==> src/rtl/hash_arbiter_if.sv <==
// hash_arbiter_if: requester, response and hasher-side signals of hash_arbiter.
// The slave modport is the arbiter's view; master is the requester/hasher side.
interface hash_arbiter_if #(
  parameter int unsigned N_REQ = 4,
  parameter int unsigned IDX_W = 2
);
  logic [N_REQ-1:0]    req;
  logic [16*N_REQ-1:0] req_id;
  logic [N_REQ-1:0]    gnt;
  logic                resp_valid;
  logic [IDX_W-1:0]    resp_idx;
  logic [15:0]         resp_hash;
  logic                busy;
  logic [15:0]         hsh_time;
  logic [15:0]         hsh_id;
  logic [15:0]         hsh_hash;

  modport slave (
    input  req, req_id, hsh_hash,
    output gnt, resp_valid, resp_idx, resp_hash, busy, hsh_time, hsh_id
  );

  modport master (
    output req, req_id, hsh_hash,
    input  gnt, resp_valid, resp_idx, resp_hash, busy, hsh_time, hsh_id
  );
endinterface

==> src/rtl/hash_arbiter.sv <==
// hash_arbiter: shares one hasher between N_REQ requesters and owns its time counter.
// HASH_ARB_RR_EN defined selects round-robin arbitration; undefined gives fixed lowest-index priority.
module hash_arbiter #(
  parameter int unsigned N_REQ     = 4,
  parameter int unsigned IDX_W     = 2,
  parameter logic [15:0] TIME_INIT = 16'h0
) (
  input logic           clk,
  input logic           rst,
  hash_arbiter_if.slave bus
);

  typedef enum logic [1:0] {
    S_IDLE,
    S_GRANT,
    S_CAPTURE,
    S_RESP
  } state_t;

  state_t           r_state;
  logic [15:0]      r_time;
  logic [N_REQ-1:0] r_gnt;
  logic             r_resp_valid;
  logic [IDX_W-1:0] r_resp_idx;
  logic [15:0]      r_resp_hash;
  logic             r_busy;
  logic [15:0]      r_hsh_id;
  logic [IDX_W-1:0] r_win;

  logic             w_any;
  logic [IDX_W-1:0] w_win;
  logic [15:0]      w_win_id;
  int unsigned      w_start;
  int unsigned      w_k;

`ifdef HASH_ARB_RR_EN
  logic [IDX_W-1:0] r_ptr;
  assign w_start = 32'(r_ptr);
`else
  assign w_start = 0;
`endif

  // Scan starting at w_start, wrapping; the first set request wins.
  always_comb begin
    w_any    = 1'b0;
    w_win    = '0;
    w_win_id = '0;
    w_k      = 0;
    for (int unsigned i = 0; i < N_REQ; i++) begin
      w_k = (w_start + i) % N_REQ;
      if (!w_any && bus.req[IDX_W'(w_k)]) begin
        w_any    = 1'b1;
        w_win    = IDX_W'(w_k);
        w_win_id = bus.req_id[16*w_k +: 16];
      end
    end
  end

  always_ff @(posedge clk) begin
    if (rst) begin
      r_state      <= S_IDLE;
      r_time       <= TIME_INIT;
      r_gnt        <= '0;
      r_resp_valid <= 1'b0;
      r_resp_idx   <= '0;
      r_resp_hash  <= '0;
      r_busy       <= 1'b0;
      r_hsh_id     <= '0;
      r_win        <= '0;
`ifdef HASH_ARB_RR_EN
      r_ptr        <= '0;
`endif
    end else begin
      r_time <= r_time + 16'd1;
      case (r_state)
        S_IDLE: begin
          if (w_any) begin
            r_state  <= S_GRANT;
            r_win    <= w_win;
            r_gnt    <= N_REQ'(1) << w_win;
            r_hsh_id <= w_win_id;
            r_busy   <= 1'b1;
`ifdef HASH_ARB_RR_EN
            r_ptr    <= IDX_W'((32'(w_win) + 32'd1) % N_REQ);
`endif
          end
        end
        S_GRANT: begin
          r_state  <= S_CAPTURE;
          r_gnt    <= '0;
          r_hsh_id <= '0;
        end
        // Hasher sampled the GRANT-cycle ID on the edge entering this state.
        S_CAPTURE: begin
          r_state      <= S_RESP;
          r_resp_hash  <= bus.hsh_hash;
          r_resp_idx   <= r_win;
          r_resp_valid <= 1'b1;
        end
        S_RESP: begin
          r_state      <= S_IDLE;
          r_resp_valid <= 1'b0;
          r_busy       <= 1'b0;
        end
        default: begin
          r_state <= S_IDLE;
        end
      endcase
    end
  end

  assign bus.gnt        = r_gnt;
  assign bus.resp_valid = r_resp_valid;
  assign bus.resp_idx   = r_resp_idx;
  assign bus.resp_hash  = r_resp_hash;
  assign bus.busy       = r_busy;
  assign bus.hsh_time   = r_time;
  assign bus.hsh_id     = r_hsh_id;

endmodule

==> src/flat_wrapper.sv <==
// flat-port wrapper written by rule: the top's interface ports become plain ports
module hash_arbiter_flat 
#(
  parameter int unsigned N_REQ     = 4,
  parameter int unsigned IDX_W     = 2,
  parameter logic [15:0] TIME_INIT = 16'h0
)
  (clk, rst, bus_req, bus_req_id, bus_hsh_hash, bus_gnt, bus_resp_valid, bus_resp_idx, bus_resp_hash, bus_busy, bus_hsh_time, bus_hsh_id);
  hash_arbiter_if #(.N_REQ(N_REQ), .IDX_W(IDX_W)) bus_i ();
  input logic clk;
  input logic rst;
  input wire logic [$bits(bus_i.req)-1:0] bus_req;
  input wire logic [$bits(bus_i.req_id)-1:0] bus_req_id;
  input wire logic [$bits(bus_i.hsh_hash)-1:0] bus_hsh_hash;
  output wire logic [$bits(bus_i.gnt)-1:0] bus_gnt;
  output wire logic [$bits(bus_i.resp_valid)-1:0] bus_resp_valid;
  output wire logic [$bits(bus_i.resp_idx)-1:0] bus_resp_idx;
  output wire logic [$bits(bus_i.resp_hash)-1:0] bus_resp_hash;
  output wire logic [$bits(bus_i.busy)-1:0] bus_busy;
  output wire logic [$bits(bus_i.hsh_time)-1:0] bus_hsh_time;
  output wire logic [$bits(bus_i.hsh_id)-1:0] bus_hsh_id;
  assign bus_i.req = bus_req;
  assign bus_i.req_id = bus_req_id;
  assign bus_i.hsh_hash = bus_hsh_hash;
  assign bus_gnt = bus_i.gnt;
  assign bus_resp_valid = bus_i.resp_valid;
  assign bus_resp_idx = bus_i.resp_idx;
  assign bus_resp_hash = bus_i.resp_hash;
  assign bus_busy = bus_i.busy;
  assign bus_hsh_time = bus_i.hsh_time;
  assign bus_hsh_id = bus_i.hsh_id;
  hash_arbiter #(.N_REQ(N_REQ), .IDX_W(IDX_W), .TIME_INIT(TIME_INIT)) u_core (.clk(clk), .rst(rst), .bus(bus_i));
endmodule
==> config.mk <==
export PLATFORM = sky130hd
export DESIGN_NAME = hash_arbiter_flat
export DESIGN_NICKNAME = d
export VERILOG_FILES = /design/src/rtl/hash_arbiter_if.sv /design/src/rtl/hash_arbiter.sv /design/src/flat_wrapper.sv
export SDC_FILE = /design/constraint.sdc
export NUM_CORES = 1
export LEC_CHECK = 0
export ABC_AREA = 1
export CORE_ASPECT_RATIO = 2
export CORE_UTILIZATION = 40
export CTS_CLUSTER_DIAMETER = 80
export DETAILED_ROUTE_END_ITERATION = 10
export GPL_ROUTABILITY_DRIVEN = 1
export HOLD_SLACK_MARGIN = 0.05
export PLACE_DENSITY_LB_ADDON = 0.2
export SLEW_MARGIN = 20
export SYNTH_ARGS = -nofsm -noshare
export SYNTH_HDL_FRONTEND = slang
export SYNTH_SLANG_ARGS = --single-unit
==> constraint.sdc <==
create_clock -name clk -period 3.6 [get_ports clk]
set_input_delay 0.36 -clock clk [delete_from_list [all_inputs] [get_ports clk]]
set_output_delay 0.36 -clock clk [all_outputs]
set_load 0.1 [all_outputs]
## Word-level counts from Yosys, hierarchy flattened

Cells that the tools add are included.

| storage, ports and cells | value |
|---|---|
| output and inout bits | 56 |
| input bits | 86 |
| word-level logic and storage cells | 48 |
| register bits | 60 |

| cells by class | value |
|---|---|
| add/sub/neg operators | 1 |
| muxes and demuxes | 20 |
| eq/ne operators | 4 |
| reductions and logical operators | 13 |
| shift operators | 1 |

Operator list:

| kind | number |
|---|---|
| 16-bit 2-to-1 mux | 5 |
| 16-bit case mux with 2 select lines | 1 |
| 16-bit by 1-bit adder with 16-bit output, second input constant | 1 |
| 2-bit case mux with 4 select lines | 1 |
| 4-bit case mux with 2 select lines | 1 |
| 1-bit 2-to-1 mux | 6 |
| 2-bit 2-to-1 mux | 3 |
| 2-bit AND reduction | 3 |
| 2-bit nonzero test | 3 |
| 2-bit == test, second input constant | 2 |
| 4-bit 2-to-1 mux | 1 |
| 1-bit case mux with 2 select lines | 2 |
| 1-bit by 2-bit << shifter with 4-bit output, first input constant | 1 |
| 1-bit logical AND | 3 |
| 1-bit zero test | 3 |
| 2-bit by 1-bit == test with 1-bit output, second input constant | 1 |
| 2-bit zero test | 1 |
| 2-bit by 1-bit inequality test with 1-bit output, second input constant | 1 |

## Depth between registers and ports, before layout

| depth | value |
|---|---|
| word-level depth | 13 |
| gate-level depth with buffers | 9 |
| gate-level depth less buffers | 8 |

## Least setup slack after synthesis

Ideal clock, no wire load.

| timing | value |
|---|---|
| kind | register to register |
| start point | register u_core.r_time[0], in the netlist u_core.bus.hsh_time[0] |
| end point | register u_core.r_time[10], in the netlist u_core.bus.hsh_time[10] |
| library setup time | 0.121 ns |
| arrival time | 2.027 ns |
| path buffers | 0 |
| cell stages (with the launch flop) | 9 |
| path slack | 1.451 ns |
| required time | 3.479 ns |
| clock period less this slack | 2.149 ns |
| cells stage by stage | dfxtp_1 ha_1 nand2_1 nor2_1 nand2_1 inv_1 nand2_1 o21ai_0 a21oi_1 |

| between the ends | value |
|---|---|
| word-level cells in the longest chain between the ends | 1 |

Ends and longest elaborated chain:

| element | RTL line | RTL |
|---|---|---|
| from (decl) | hash_arbiter.sv:21 | `logic [15:0] r_time;` |
| from (signal assigned) | hash_arbiter.sv:74 | `r_time <= r_time + 16'd1;` |
| 16-bit by 1-bit adder with 16-bit output | hash_arbiter.sv:74 |  |

Every way passes these cells.
A chain may end at the register's enable or synchronous reset.

## Final worst setup path

| timing | value |
|---|---|
| start point | register u_core.r_time[5], in the netlist u_core.bus.hsh_time[5] |
| end point | output port bus_hsh_time[5] |

RTL lines:

| element | RTL line | RTL |
|---|---|---|
| to (decl) | flat_wrapper.sv:20 | `output wire logic [$bits(bus_i.hsh_time)-1:0] bus_hsh_time;` |

No word-level cell between the ends.

==> run summary <==
Status = finished clean
Area share of fa/ha/maj cells after synthesis = 0.0260
Buffers & Inverters on Critical Path = 1
Pin count of the biggest net entering global routing = 34
Crit start category = flip-flop
First-pass GRT wire length = 13.0 mm
DR vias = 3,161
Clk sinks = 60
Tightest Hold Check Type = reg2reg
Largest delay share family, worst path = buffers and inverters
Final setup TNS = 0 ns
R2R setup slack = 1.59 ns
Buffers added on ports = 141
# diodes = 0
DP Wirelength = 5.97 mm
Register Area = 1200 µm²
Synthesized area = 2880 µm²
GP Congestion = 0.827
Pint = 1610 µW
Post-cts hold buffer count = 0
Reg power frac = 0.280
Clk_lat worst skew = 0.32 ns
Reg clk slew, reported paths = 0.05 ns
Register bit total from synthesis = 60
Fin crit period = 2.27 ns
1st-iter DRT viols = 132
Residual DRC = 0
Vias in the first global route = 3,007
Area occupied by multi-input gates = 1480 µm²
Mapped Cells = 419
I/O pins = 142
Yosys top cell area share = 0.416
H-tree levels = 3
Worst Clk Skew = 0.00362 ns
Max_slew headroom = 0.327
Die Y = 122 µm
Post-synthesis simple-gate area fraction = 0.325
Clock power frac = 0.243
XOR/XNOR share of the synthesized area = 0.00304
Post-synthesis compound-gate area fraction = 0.160
CP Cell Sequence = clkdlybuf4s50_1
Most common cell after layout, fill and taps aside = clkdlybuf4s50_1
Clk root buf = clkbuf_16
Avg Cell Area, Syn = 6.88 µm²
Via/cell ratio = 4.88
Worst Tran Pin Value = 1.01 ns
Critical path arrival = 1.91 ns
Synthesis warning total = 0
Mux cell area share after synthesis = 0
RSZ-0062 raised after global routing = no
Final hold vios = 0
Library cells used by synthesis = 28
Net Sw Power = 1410 µW
LEAKAGE = 0.00183 µW
Drt pass-1 iters = 4
CP Class = reg2out
Clock buffer depth = 2
FP Rows = 43
TritonCTS Buffers = 9
All-Layer GR Usage = 0.232
CORE AREA = 6940 µm²
PwrDens = 661 nW/µm²
Final wirelength = 8.14 mm
Syn nets = 511
Worst EP required = 3.24 ns
Register area share after synthesis = 0.416
Drt wl/cell = 12.6 µm
Die ar. = 7570 µm²
Synthesis-to-finish area growth = 58.3%
Largest family of logic cells by synthesized area = simple AND/OR/NAND/NOR gates
TritonCTS clock tree = yes
Post-layout util = 0.658
Peak VDD IR = 0.386 mV
Slowest CP cell = clkdlybuf4s50_1
Sw Share = 0.467
GRT overflow = 0
Initial Util = 0.416
Final ANT Viol Nets = 0
Most frequent cells in the layout = 141 x clkdlybuf4s50_1, 94 x nand2_1, 94 x nor2_1
CTS resizes = 0
Total setup buffers inserted after CTS = 0
Period utilization = 0.631
Top post-synthesis cells by area = dfxtp_1 42%, nand2_1 12%, nor2_1 12%
Fin nets = 646
# Max-Cap Violations = 0
# setup viols final = 0
CP Capture Type = output pin
Worst-path fanout max = 6
Initial antenna violation count = 0
Proportion of layout cells with a drive suffix above 1 = 0.0430
Max-slew violations = 0
Die Wd = 62.0 µm
Filler Cell Count = 589
Cell taking the most area after synthesis = dfxtp_1
Max incr delay on CP = 1.17 ns
Power share of the combinational group = 0.478
F_max = 440 MHz
metal layers:
layer  global-route usage  share of wire  up-vias
li1                     -              -     1617
met1                0.222           0.36     1401
met2                0.424           0.56      125
met3               0.0679          0.056       18
met4                0.110          0.024        0
met5                    0              0        -
cell type report:
| class | instances | share of cell area |
|---|---|---|
| flip-flops and latches | 60 | 0.263 |
| multi-input cells | 316 | 0.325 |
| well taps | 90 | 0.0247 |
| clock buffers | 12 | 0.0518 |
| inverters | 24 | 0.0197 |
| clock inverters | 3 | 0.00329 |
| repair buffers | 143 | 0.313 |
worst reg2reg max path: stages (launching register included):
cell and delay (ns):
dfxtp_1 0.33, inv_1 0.12, ha_1 0.55, clkinv_1 0.60
nor2_1 0.24, nor2_1 0.07
power groups by stage:
| stage | clock [µW] | sequential, µW | combinational [µW] |
|---|---|---|---|
| after floorplan | 0 | 1580 | 359 |
| after global placement | 0 | 850 | 1440 |
| after detailed placement | 0 | 854 | 1450 |
| after CTS | 754 | 842 | 1450 |
| after global routing | 784 | 856 | 1530 |
| final | 732 | 843 | 1440 |
flip-flops by register name (all words and copies together), names as in the netlist:
| signal | flops |
|---|---|
| u_core.r_win | 2 |
| u_core.bus.busy | 1 |
| u_core.r_state | 2 |
| u_core.bus.hsh_id | 16 |
| u_core.bus.resp_valid | 1 |
| u_core.bus.gnt | 4 |
| u_core.bus.resp_idx | 2 |
| u_core.bus.resp_hash | 16 |
| u_core.bus.hsh_time | 16 |
synth_stat cells:
library cell,number
a211oi_1,1
a21boi_0,14
a21boi_1,1
a21oi_1,33
buf_1,1
buf_2,4
buf_4,3
buf_6,3
clkbuf_1,8
clkinv_1,1
dfxtp_1,60
ha_1,6
inv_1,22
inv_2,1
nand2_1,94
nand2_2,1
nand3_1,25
nand3_2,2
nand4_1,2
nand4_2,1
nor2_1,94
nor2_4,3
nor3_1,3
o21a_1,1
o21ai_0,32
o21ai_2,1
or2_2,1
xor2_1,1
worst paths after layout:
path / start / end / cells past startpoint
setup / recovery: u_core.bus.hsh_time[5] / bus_hsh_time[5] / 1
hold reg to reg: u_core.bus.hsh_time[0] / u_core.bus.hsh_time[0] / 1
setup reg to reg: u_core.r_state[0] / u_core.bus.resp_hash[4] / 5
hold / removal: u_core.bus.hsh_time[0] / u_core.bus.hsh_time[0] / 1
through the flow:
stage	worst slack, ns	instances	cell area, µm²	hold slack, ns	power (µW)
2_1_floorplan	1.45	419	2880	0.450	1940
3_3_place_gp	1.39	633	4310	0.441	2290
3_5_place_dp	1.32	633	4310	0.450	2300
4_1_cts	1.31	648	4560	0.461	3050
5_1_grt	1.25	648	4560	0.484	3170
6_report	1.33	648	4560	0.456	3010
logic make-up (layout without fill, tap and decap cells):
family / after synthesis / after routing
buf+inv: 43 / 182
simple gates: 226 / 226
compound gates: 83 / 83
fa+ha+maj: 6 / 6
flops: 60 / 60
xor+xnor: 1 / 1
Power figures use the tool's default switching activity.
